[src/rtl/vector_instr_queue.sv]
// In-order instruction queue feeding vector_top: 1-cycle push-to-head latency, drops FXP_FU encodings.
// Backpressure: push_ready low when full (no same-cycle bypass); head held while a reconfigure waits for vec_idle.
package vector_pkg;
    localparam logic [1:0] INT_FU = 2'd0;
    localparam logic [1:0] FP_FU  = 2'd1;
    localparam logic [1:0] MEM_FU = 2'd2;
    localparam logic [1:0] FXP_FU = 2'd3;

    typedef struct packed {
        logic [1:0]  fu;
        logic [6:0]  microop;
        logic        reconfigure;
        logic [4:0]  vd;
        logic [4:0]  vs1;
        logic [4:0]  vs2;
        logic [31:0] scalar;
    } to_vector;
endpackage

module vector_instr_queue
    import vector_pkg::*;
#(
    parameter int DEPTH = 8,
    parameter int CNT_W = $clog2(DEPTH) + 1
) (
    input  logic             clk,
    input  logic             rst,
    input  logic             push_valid,
    input  to_vector         push_instr,
    output logic             push_ready,
    output logic             valid_out,
    output to_vector         instr_out,
    input  logic             pop,
    input  logic             vec_idle,
    output logic             illegal_drop,
    output logic [CNT_W-1:0] count
);
    localparam int PTR_W = $clog2(DEPTH);

    to_vector         mem [DEPTH];
    logic [PTR_W-1:0] wr_ptr;
    logic [PTR_W-1:0] rd_ptr;
    logic             full;
    logic             empty;
    logic             accept;
    logic             wr_en;
    logic             pop_eff;
    to_vector         head;

    assign full       = (count == CNT_W'(DEPTH));
    assign empty      = (count == '0);
    assign push_ready = !full && !rst;
    assign accept     = push_valid && push_ready;
    // FXP_FU covers both unsupported fixed-point ops and the bubble encoding.
    assign wr_en      = accept && (push_instr.fu != FXP_FU);

    assign head       = mem[rd_ptr];
    assign valid_out  = !empty && (!head.reconfigure || vec_idle);
    assign instr_out  = empty ? '0 : head;
    assign pop_eff    = pop && valid_out;

    always_ff @(posedge clk) begin
        if (rst) begin
            wr_ptr       <= '0;
            rd_ptr       <= '0;
            count        <= '0;
            illegal_drop <= 1'b0;
        end else begin
            illegal_drop <= accept && (push_instr.fu == FXP_FU);
            if (wr_en) begin
                wr_ptr <= wr_ptr + PTR_W'(1);
            end
            if (pop_eff) begin
                rd_ptr <= rd_ptr + PTR_W'(1);
            end
            case ({wr_en, pop_eff})
                2'b10:   count <= count + CNT_W'(1);
                2'b01:   count <= count - CNT_W'(1);
                default: count <= count;
            endcase
        end
    end

    // Storage needs no reset: instr_out is masked while empty.
    always_ff @(posedge clk) begin
        if (wr_en && !rst) begin
            mem[wr_ptr] <= push_instr;
        end
    end
endmodule

[config.mk]
export PLATFORM = sky130hd
export DESIGN_NAME = vector_instr_queue
export DESIGN_NICKNAME = d
export VERILOG_FILES = /design/src/rtl/vector_instr_queue.sv
export SDC_FILE = /design/constraint.sdc
export NUM_CORES = 1
export LEC_CHECK = 0
export ABC_AREA = 1
export BUFFER_PORTS_ARGS = -buffer_cell sky130_fd_sc_hd__buf_4
export CAP_MARGIN = 20
export CORE_ASPECT_RATIO = 1.25
export CORE_UTILIZATION = 55
export CTS_CLUSTER_SIZE = 30
export DETAILED_ROUTE_END_ITERATION = 16
export MAX_ROUTING_LAYER = met4
export PLACE_DENSITY = 0.78
export SETUP_SLACK_MARGIN = 0.02
export SKIP_LAST_GASP = 1
export SLEW_MARGIN = 10
export SYNTH_ARGS = -nofsm -noshare
export SYNTH_HDL_FRONTEND = slang
export SYNTH_SLANG_ARGS = --single-unit
[constraint.sdc]
create_clock -name clk -period 5.9 [get_ports clk]
set_clock_uncertainty 0.05 [all_clocks]
set_input_delay 0.885 -clock clk [delete_from_list [all_inputs] [get_ports clk]]
set_output_delay 0.885 -clock clk [all_outputs]
set_load 0.05 [all_outputs]
==> report_table.html <==
<table>
<tr><th>Metric</th><th>Value</th></tr>
<tr><th colspan="2">Die</th></tr>
<tr><td>Ports</td><td>about 130</td></tr>
<tr><td>Initial Utilization</td><td>0.5622</td></tr>
<tr><td>Number of core rows</td><td>74</td></tr>
<tr><td>Core area</td><td>~33000 sq um</td></tr>
<tr><td>Die ar.</td><td>34430 sq um</td></tr>
<tr><td>Height of the die</td><td>just over 200 microns</td></tr>
<tr><td>Overall die width</td><td>around 170 microns</td></tr>
<tr><th colspan="2">Detailed routing</th></tr>
<tr><td>Met1 routed wirelength after detailed routing</td><td>roughly 16000 microns</td></tr>
<tr><td>Number of iterations in the first detailed-routing pass</td><td>11</td></tr>
<tr><td>Number of antenna-violating nets in the routed design</td><td>0</td></tr>
<tr><td>Detailed-routed wire length on met2</td><td>a little over 20000 microns</td></tr>
<tr><td>Detailed-routed wire length on met3</td><td>3063 microns</td></tr>
<tr><td>Detailed router's first-iteration violation count</td><td>around 1200</td></tr>
<tr><td>Highest layer used for signal routing</td><td>met4</td></tr>
<tr><td>Total Routed Length</td><td>around 41000 microns</td></tr>
<tr><td>Post-DR wirelength/cell</td><td>roughly 21 microns</td></tr>
<tr><td>DR vias/cell</td><td>6.011</td></tr>
<tr><td>Remaining DRCs</td><td>10</td></tr>
<tr><td>Vias</td><td>11770</td></tr>
<tr><th colspan="2">Logic synthesis</th></tr>
<tr><td>Post-Synthesis Mean Instance Area</td><td>approximately 13 sq um</td></tr>
<tr><td>Number of nets in the synthesized netlist</td><td>1477</td></tr>
<tr><td>Number of enable-type register cells in the synthesized netlist</td><td>456</td></tr>
<tr><td>Post-Syn Instances</td><td>approximately 1400</td></tr>
<tr><td>Top cells by area in the synthesized netlist</td><td>edfxtp_1 74%, nor2_1 7.2%, o21ai_0 6.2%</td></tr>
<tr><td>Count of state elements after synthesis</td><td>between 400 and 500</td></tr>
<tr><td>Warnings from Yosys</td><td>0</td></tr>
<tr><td>Number of different library cells in the post-synthesis netlist</td><td>31</td></tr>
<tr><td>Synth Cell Area</td><td>18530 sq um</td></tr>
<tr><td>Fraction of registers with async set/reset</td><td>0</td></tr>
<tr><td>Main flop type after synthesis</td><td>edfxtp_1</td></tr>
<tr><td>Top cell type's share of synthesized area</td><td>0.7390</td></tr>
<tr><td>Sequential-to-total area share from yosys stat</td><td>0.7541</td></tr>
<tr><td>Cell type with the highest aggregate area in the netlist</td><td>edfxtp_1</td></tr>
<tr><th colspan="2">Final layout</th></tr>
<tr><td>Relative area change from synthesis to final layout</td><td>13.31%</td></tr>
<tr><td>Antenna diodes</td><td>0</td></tr>
<tr><td>Final Instance Count excl. Fillers</td><td>1958</td></tr>
<tr><td>Total number of nets in the final design</td><td>1575</td></tr>
<tr><td>Ratio of cells with drive above 1 in the final layout</td><td>0.1442</td></tr>
<tr><td>Post-route cell area</td><td>roughly 21000 sq um</td></tr>
<tr><td>Most common cell after layout, fill and taps aside</td><td>edfxtp_1</td></tr>
<tr><td>Highest-count cells in the layout ignoring fill and taps</td><td>456 x edfxtp_1, 345 x nor2_1, 228 x o21ai_0, 141 x buf_4</td></tr>
<tr><th colspan="2">Clocking</th></tr>
<tr><td>Number of buffers between clock root and the deepest sink</td><td>3</td></tr>
<tr><td>CTS Sinks</td><td>470</td></tr>
<tr><td>Root Buffer</td><td>clkbuf_16</td></tr>
<tr><td>Clock network latency to the later pin of the worst-skew pair</td><td>approximately 0.55 ns</td></tr>
<tr><td>Count of hold-fix buffers inserted at cts</td><td>0</td></tr>
<tr><td>Number of H-tree levels</td><td>2</td></tr>
<tr><td>Total setup buffers inserted after CTS</td><td>0</td></tr>
<tr><td>TritonCTS clock tree</td><td>done</td></tr>
<tr><td>Clock-pin slew on the worst setup and hold paths</td><td>roughly 0.070 ns</td></tr>
<tr><td>Number of instances resized during post-cts repair</td><td>0</td></tr>
<tr><td>Total clock buffers created by CTS</td><td>between 40 and 50</td></tr>
<tr><th colspan="2">Critical path</th></tr>
<tr><td>Maximum net fanout on the critical path</td><td>156</td></tr>
<tr><td>Worst path required time</td><td>just under 5 ns</td></tr>
<tr><td>Cell seen most often among critical-path stages</td><td>buf_4</td></tr>
<tr><td>Worst path cell trace</td><td>inv_6 -&gt; buf_4 -&gt; nor2_1 -&gt; o22ai_1 -&gt; o21ai_1 -&gt; a31oi_1 -&gt; buf_4</td></tr>
<tr><td>Critical path class</td><td>flop to primary output</td></tr>
<tr><td>Largest incremental delay on the critical path</td><td>between 0.8 and 0.9 ns</td></tr>
<tr><td>Kind of end point of the critical path</td><td>primary output</td></tr>
<tr><td>Type of origin of the critical path</td><td>flop</td></tr>
<tr><td>Critical-path cell with the highest stage delay</td><td>inv_6</td></tr>
<tr><td>CP arrival</td><td>between 3 and 4 ns</td></tr>
<tr><th colspan="2">Global route</th></tr>
<tr><td>All-Layer GR Usage</td><td>0.2437</td></tr>
<tr><td>Global-route wire length before repair</td><td>62790 microns</td></tr>
<tr><td>Total global routing overflow</td><td>0</td></tr>
<tr><td>Via count of the first global-routing pass</td><td>~12000</td></tr>
<tr><td>Initial antenna violation count</td><td>0</td></tr>
<tr><td>Pin count of the biggest net entering global routing</td><td>~160</td></tr>
<tr><th colspan="2">Place</th></tr>
<tr><td>Number of input and output port buffers inserted</td><td>125</td></tr>
<tr><td>Number of placed instances with taps included</td><td>around 1900</td></tr>
<tr><td>Weighted congestion at the end of routability-driven global placement</td><td>~0.75</td></tr>
<tr><td>DP Wirelength</td><td>between 20000 and 25000 microns</td></tr>
<tr><td>Standard cell area after detailed placement</td><td>just under 20000 sq um</td></tr>
<tr><th colspan="2">Timing</th></tr>
<tr><td>Setup TNS</td><td>0 ns</td></tr>
<tr><td>Post-layout minimum cycle time</td><td>4.567 ns</td></tr>
<tr><td>Hold slack</td><td>0.4689 ns</td></tr>
<tr><td>Final setup violating endpoints</td><td>0</td></tr>
<tr><td>Share of the clock period used by the worst path after layout</td><td>0.7741</td></tr>
<tr><td>Achievable Freq</td><td>between 200 and 250 MHz</td></tr>
<tr><td>Hold violation count in the final report</td><td>0</td></tr>
<tr><td>Least-Margin Pin Slew</td><td>1.074 ns</td></tr>
<tr><td>Worst slew slack as a fraction of its limit</td><td>0.2843</td></tr>
<tr><td>Unrepaired setup endpoints after global routing</td><td>false</td></tr>
<tr><td>Final Max Tran Viols</td><td>0</td></tr>
<tr><th colspan="2">Power</th></tr>
<tr><td>Maximum VDD drop</td><td>between 0.0004 and 0.0005 V</td></tr>
<tr><td>Power density over the cells</td><td>~500 nW/um^2</td></tr>
<tr><td>Leakage Power</td><td>roughly 7 nW</td></tr>
<tr><th colspan="2">Worst hold path</th></tr>
<tr><td>Class of the tightest hold or removal check</td><td>flop to flop</td></tr>
<tr><th colspan="2">Flow run</th></tr>
<tr><td>Number of max-cap violations</td><td>0</td></tr>
<tr><th colspan="2">Status</th></tr>
<tr><td>Violations in the final reports</td><td>design-rule violations</td></tr>
<tr><td>Run status</td><td>finished, violations left</td></tr>
</table>
==> power by group <==
group | leakage [nW] | switching (W) | internal [W] | total, W
sequential | 4.23 | 0.000154 | 0.00373 | 0.00388
combinational | 2.26 | 0.00281 | 0.00109 | 0.00390
clock | 0.649 | 0.00114 | 0.00149 | 0.00263
total | 7.14 | 0.00410 | 0.00631 | 0.0104
==> worst paths after layout <==
check	slack, ns	cells after the start	from	end
min	0.47	2	wr_ptr[0]$_SDFFE_PP0P_	wr_ptr[0]$_SDFFE_PP0P_
max	1.33	7	flop	instr_out[55]
min reg2reg	0.47	2	wr_ptr[0]$_SDFFE_PP0P_	wr_ptr[0]$_SDFFE_PP0P_
max reg2reg	2.23	14	flop	count[2]$_SDFFE_PP0P_
==> routing by layer <==
metal,global-route usage,up-vias
li1,-,5365
met1,0.2980,5782
met2,0.4084,524
met3,0.03489,99
met4,0.1015,0
met5,-,-
==> cell type report <==
type / count / area, sq um
flip-flops and latches: 470 / 13980
multi-input cells: 817 / 3909
fillers: 2356 / 11970
well taps: 418 / 523.0
clock buffers: 59 / 1189
clock inverters: 18 / 130.1
repair buffers: 145 / 1139
inverters: 31 / 126.4
==> Yosys cell counts (2+ instances only) <==
cell type  count
buf_6         27
xor2_1         2
buf_8          2
o22ai_1       56
inv_2          3
buf_2         11
buf_4          3
o21ai_0      228
nand4_1        4
inv_1         28
clkbuf_1      40
buf_1          6
a31oi_1       56
a21oi_1        6
nand2_1       30
ha_1           5
nand3_2        4
edfxtp_1     456
clkbuf_2       3
nand3_1        9
o21ai_1       56
nor2_1       353
dfxtp_1       14
==> cell families (layout without fill, tap and decap cells) <==
logic type               after synthesis  after routing  synth area share
flip-flops                           470            470            0.7541
buffers and inverters                123            253           0.03862
XOR/XNOR                               3              3          0.001418
AO/OA/AOI/OAI                        405            405            0.1177
AND/OR/NAND/NOR                      404            404           0.08481
adder cells (fa/ha/maj)                5              5          0.003376
==> through the flow <==
stage,setup WS [ns],power [W],util
floorplan,1.000,0.006804,-
finish,1.333,0.01042,0.6370
global route,1.211,0.01085,0.6370
detailed placement,2.051,0.007828,0.5970
CTS,1.445,0.01045,0.6370
global placement,2.094,0.007748,0.5970
==> registers in the layout (all words and copies together), names as in the netlist, named ones only <==
register and count:
count 4, mem 456, illegal_drop 1, wr_ptr 3
rd_ptr 3
==> critical path: cells and delay by family (launching register included) <==
kind | cells | cell delay (ns)
compound gates | 3 | 0.58
simple gates | 1 | 0.08
buf+inv | 3 | 1.61
flops | 1 | 0.61
Power figures use the tool's default switching activity.
